**config.mk**
```make
export PLATFORM = sky130hd
export DESIGN_NAME = i2s_adc_receiver
export DESIGN_NICKNAME = d
export VERILOG_FILES = /design/src/rtl/i2s_adc_receiver.sv
export SDC_FILE = /design/constraint.sdc
export NUM_CORES = 1
export LEC_CHECK = 0
export CORE_MARGIN = 2
export CORE_UTILIZATION = 50
export DETAILED_ROUTE_END_ITERATION = 8
export GPL_TIMING_DRIVEN = 0
export PLACE_DENSITY = 0.72
export REMOVE_ABC_BUFFERS = 1
export SETUP_SLACK_MARGIN = 0.05
export SYNTH_ARGS = -nofsm -noshare
export SYNTH_HDL_FRONTEND = slang
export SYNTH_SLANG_ARGS = --single-unit
```
**constraint.sdc**
```tcl
create_clock -name clock -period 11.9 [get_ports clock]
set_input_delay 2.38 -clock clock [delete_from_list [all_inputs] [get_ports clock]]
set_output_delay 2.38 -clock clock [all_outputs]
set_load 0.01 [all_outputs]
```
**src/rtl/i2s_adc_receiver.sv**
```systemverilog
// I2S ADC receiver: synchronizes codec bclk/lrclk/sdata into the system clock domain and
// presents each left/right frame on a valid/ready hold port. Short-word checking: I2S_RX_FRAME_CHECK_EN.
module i2s_adc_receiver #(
   parameter int unsigned DATA_WIDTH  = 24,
   parameter int unsigned SYNC_STAGES = 2
) (
   input  logic                  clock,
   input  logic                  reset,
   input  logic                  ac_bclk,
   input  logic                  ac_lrclk,
   input  logic                  ac_adc_sdata,
   output logic [DATA_WIDTH-1:0] out_left,
   output logic [DATA_WIDTH-1:0] out_right,
   output logic                  out_valid,
   input  logic                  out_ready,
   output logic                  overrun,
   output logic                  frame_err
);

   localparam logic [5:0] WordLen = 6'(DATA_WIDTH);

   typedef enum logic [1:0] {StHunt, StLeft, StRight} state_e;

   state_e                  state_q, state_d;
   logic [SYNC_STAGES-1:0]  bclk_sync, lr_sync, sd_sync;
   logic                    bclk_s, lr_s, sd_s;
   logic                    bclk_prev_q, lr_prev_q;
   logic                    rise, lr_change, short_word;
   logic [5:0]              bit_cnt_q, bit_cnt_d;
   logic [DATA_WIDTH-1:0]   shift_q, shift_d;
   logic [DATA_WIDTH-1:0]   hold_q, hold_d;
   logic [DATA_WIDTH-1:0]   load_right;
   logic                    load;
   logic                    right_ok;
   logic                    deliver_short;

   assign bclk_s    = bclk_sync[SYNC_STAGES-1];
   assign lr_s      = lr_sync[SYNC_STAGES-1];
   assign sd_s      = sd_sync[SYNC_STAGES-1];
   assign rise      = bclk_s & ~bclk_prev_q;
   assign lr_change = rise & (lr_s ^ lr_prev_q);

`ifdef I2S_RX_FRAME_CHECK_EN
   logic frame_bad_q, frame_bad_d;
   logic frame_err_q;

   // A short left word poisons the frame until the next left word starts.
   always_comb begin
      frame_bad_d = frame_bad_q;
      if (lr_change) begin
         if (state_q == StLeft) frame_bad_d = short_word;
         if (state_d == StLeft) frame_bad_d = 1'b0;
      end
   end

   always_ff @(posedge clock or posedge reset) begin
      if (reset) begin
         frame_bad_q <= 1'b0;
         frame_err_q <= 1'b0;
      end else begin
         frame_bad_q <= frame_bad_d;
         frame_err_q <= short_word;
      end
   end

   assign right_ok      = ~frame_bad_q;
   assign deliver_short = 1'b0;
   assign frame_err     = frame_err_q;
`else
   assign right_ok      = 1'b1;
   assign deliver_short = 1'b1;
   assign frame_err     = 1'b0;
`endif

   always_comb begin
      state_d    = state_q;
      bit_cnt_d  = bit_cnt_q;
      shift_d    = shift_q;
      hold_d     = hold_q;
      load       = 1'b0;
      load_right = shift_q;
      short_word = 1'b0;
      if (rise) begin
         if (lr_change) begin
            // The bit sampled with the lrclk edge is the previous word's LSB slot.
            short_word = (state_q != StHunt) && (bit_cnt_q < WordLen);
            bit_cnt_d  = '0;
            shift_d    = '0;
            case (state_q)
               StHunt:  if (!lr_s) state_d = StLeft;
               StLeft:  if (lr_s) state_d = StRight;
               StRight: if (!lr_s) state_d = StLeft;
               default: state_d = StHunt;
            endcase
            if (deliver_short && short_word && state_q == StLeft) hold_d = shift_q;
            if (deliver_short && short_word && state_q == StRight) load = 1'b1;
         end else if (bit_cnt_q < WordLen) begin
            shift_d   = shift_q | (DATA_WIDTH'(sd_s) << (WordLen - 6'd1 - bit_cnt_q));
            bit_cnt_d = bit_cnt_q + 6'd1;
            if (bit_cnt_q == WordLen - 6'd1) begin
               if (state_q == StLeft) hold_d = shift_d;
               if (state_q == StRight) begin
                  load       = right_ok;
                  load_right = shift_d;
               end
            end
         end else if (bit_cnt_q != 6'h3f) begin
            bit_cnt_d = bit_cnt_q + 6'd1;
         end
      end
   end

   always_ff @(posedge clock or posedge reset) begin
      if (reset) begin
         bclk_sync   <= '0;
         lr_sync     <= '0;
         sd_sync     <= '0;
         bclk_prev_q <= 1'b0;
         lr_prev_q   <= 1'b1;
         state_q     <= StHunt;
         bit_cnt_q   <= '0;
         shift_q     <= '0;
         hold_q      <= '0;
      end else begin
         bclk_sync   <= SYNC_STAGES'({bclk_sync, ac_bclk});
         lr_sync     <= SYNC_STAGES'({lr_sync, ac_lrclk});
         sd_sync     <= SYNC_STAGES'({sd_sync, ac_adc_sdata});
         bclk_prev_q <= bclk_s;
         if (rise) lr_prev_q <= lr_s;
         state_q     <= state_d;
         bit_cnt_q   <= bit_cnt_d;
         shift_q     <= shift_d;
         hold_q      <= hold_d;
      end
   end

   // A load in the same cycle as an accept wins: valid stays high with the new frame.
   always_ff @(posedge clock or posedge reset) begin
      if (reset) begin
         out_left  <= '0;
         out_right <= '0;
         out_valid <= 1'b0;
         overrun   <= 1'b0;
      end else begin
         if (load) begin
            out_left  <= hold_q;
            out_right <= load_right;
            out_valid <= 1'b1;
         end else if (out_valid && out_ready) begin
            out_valid <= 1'b0;
         end
         overrun <= load & out_valid & ~out_ready;
      end
   end

endmodule

```
==> impl_metrics.tcl <==
set metrics [dict create \
    hold_slack_ns 0.347 \
    p_per_area_nw_per_um2 230 \
    synthFlopType "dfrtp_1" \
    fill_cells 786 \
    hold_viol_final 0 \
    cp_max_fo 2 \
    viasPerCell 5.53 \
    tns_ns 0 \
    drc 0 \
    fmax_mhz 262 \
    cts_buffers 17 \
    placed_area_sq_um 5530 \
    timing.final.crit_period_ns 3.81 \
    num_antenna_cells 0 \
    wl_met2_mm 4.79 \
    io-pin-count 57 \
    power_leakage_nw 2.73 \
    synth_area_leaders "dfrtp_1 (57%), a2bb2oi_2 (6.1%), mux2_1 (5.5%), nand3b_1 (3.2%), o21a_1 (3.2%)" \
    cts.repair.resized 0 \
    min_period_over_period_pct 32.0 \
    cts_tree "yes" \
    ys_types 47 \
    cts_buffer_depth 2 \
    cpMaxStageDelayCell "clkdlybuf4s50_1" \
    final_common_cell "dfrtp_1" \
    antenna_found_initial 0 \
    htreeDepth 4 \
    end_kind "primary output" \
    wl_met1_mm 4.44 \
    row_count 36 \
    vias 3249 \
    track_usage_pct 20.4 \
    clock_sinks 114 \
    async_flop_share_pct 100 \
    hold_depth 0 \
    core_area_sq_um 9640 \
    synth_edf_count 0 \
    min-delay-start "sd_sync[0]" \
    topRoutingLayerUsed "met4" \
    fin_ws_ns 8.09 \
    cpLargestDelayFamily "buffers and inverters" \
    yosys_warnings 0 \
    syn_area_per_cell_sq_um 12.5 \
    dpl_worst_slack_ns 8.03 \
    die_area_sq_um 10600 \
    crit_buf_inv 1 \
    r2r-end "out_left[23]" \
    wl_per_cell_um 16.5 \
    synth_top_area_share_pct 57.5 \
    rsz0062_at_grt "no" \
    grt_max_degree 61 \
    clk_pin_slew_worst_paths_ns 0.05 \
    clock-root-buffer "clkbuf_8" \
    seq_area_sq_um 2850 \
    wl_met3_um 366 \
    holdPathEnd "sd_sync[1]" \
    first_global_vias 3270 \
    final_util_pct 63.4 \
    final_cell_mix "dfrtp_1 (113), clkdlybuf4s50_1 (55), nor3_1 (25), mux2_1 (24)" \
    slew_headroom_pct 21.1 \
    cap_violations 0 \
    crit_path_start_kind "flop" \
    grt_pass1_wl_mm 16.4 \
    path_cells "clkdlybuf4s50_1" \
    outcome "completed" \
    tightest_slew_ns 1.18 \
    critPathKind "reg -> out" \
    worstSkewPairLatency_ns 0.52 \
    gp_congestion 0.855 \
    max_stage_delay_ns 0.54 \
    worstPathRequired_ns 9.52 \
    ir_drop_mv 0.103 \
    setup_viol 0 \
    hpwl_mm 5.97 \
    ant_nets 0 \
    die_h_um 103 \
    post_cts_buffers 0 \
    synth_largest_area_cell "dfrtp_1" \
    ys_ff_latch 114 \
    synth_seq_area_share_pct 58.0 \
    synth_area_sq_um 4920 \
    start_util_pct 51.0 \
    worstHoldPathType "reg -> reg" \
    r2r-start "bit_cnt_q[3]" \
    dr.first_iter.drc_count 295 \
    worst-r2r-cell-count 5 \
    final_net_count 452 \
    r2r_setup_slack_ns 8.48 \
    synthCells 392 \
    first_pass_iters 5 \
    multi_input_area_sq_um 1850 \
    grt.overflow.total 0 \
    cts_hold_buffers 0 \
    cp.arrival_ns 1.43 \
    fin_area_sq_um 6110 \
    drive_gt1_share_pct 13.9 \
    slew_violations 0 \
    drt-total-wl_mm 9.68 \
    clock_skew_ns 0.0153 \
    syn_to_final_growth_pct 24.3 \
    io_buffers 55 \
    die_w_um 103 \
]
## worst max-delay path by stage
stage	cells past startpoint	slack, ns	endpoint	startpoint
after floorplan	1	6.51	bclk_prev_q	reset
after global placement	2	5.05	out_left[17]	reset
after detailed placement	4	8.03	out_left[2]	bit_cnt_q[3]
after CTS	4	8.00	out_left[23]	bit_cnt_q[3]
after global routing	1	8.04	out_right[8]	out_right[8]
final	1	8.09	out_right[8]	out_right[8]
## registers in the layout, summed over array words and instances (netlist names)
signal / count
bclk_sync: 2
shift_q: 24
bit_cnt_q: 6
out_valid: 1
bclk_prev_q: 1
overrun: 1
sd_sync: 2
lr_prev_q: 1
out_left: 24
out_right: 24
lr_sync: 2
state_q: 2
hold_q: 24
## synthesized netlist by cell type (4+ instances only)
library cell / instances
buf_6: 7
o21a_1: 21
a2bb2oi_2: 20
clkbuf_1: 14
buf_4: 5
mux2_1: 24
dfrtp_1: 113
nand3b_1: 21
nor3_1: 25
nand3_1: 5
and3_1: 4
inv_1: 10
a31oi_1: 9
nor2_1: 19
xnor2_1: 4
nand2_1: 18
a21oi_1: 11
ha_1: 4
a22o_1: 10
o21ai_0: 12
## kinds of logic after synthesis
kind of cell / Yosys count / synth area share [%]
other cells: 1 / 0.0762
mux: 28 / 6.33
xor+xnor: 6 / 1.07
fa+ha+maj: 4 / 1.02
compound gates: 92 / 16.3
simple gates: 108 / 12.7
flops: 114 / 58.0
buf+inv: 39 / 4.50
## stage by stage
stage	std cells	power, mW
after floorplan	363	0.782
after global placement	551	0.920
after detailed placement	555	0.939
after CTS	586	1.42
after global routing	587	1.49
final	587	1.41
## power breakdown
part           switching [mW]  internal [mW]
Sequential             0.0845          0.493
Combinational           0.155          0.201
Clock                   0.161          0.313
Total                   0.401           1.01
## layer usage
layer  up-vias  GRT usage (%)
li1       1518              -
met2        72           32.6
met4         0           8.30
met5         -              0
met3         9           5.38
met1      1650           26.7
## area by class of cell
type                            instances  share of cell area (%)
Sequential cell                       114                    46.7
Clock buffer                           27                    8.53
Clock inverter                          4                   0.737
Multi-Input combinational cell        239                    30.2
Inverter                               10                   0.655
Tap cell                              133                    2.72
Timing Repair Buffer                   60                    10.4
(Power assumes the default switching activity.)
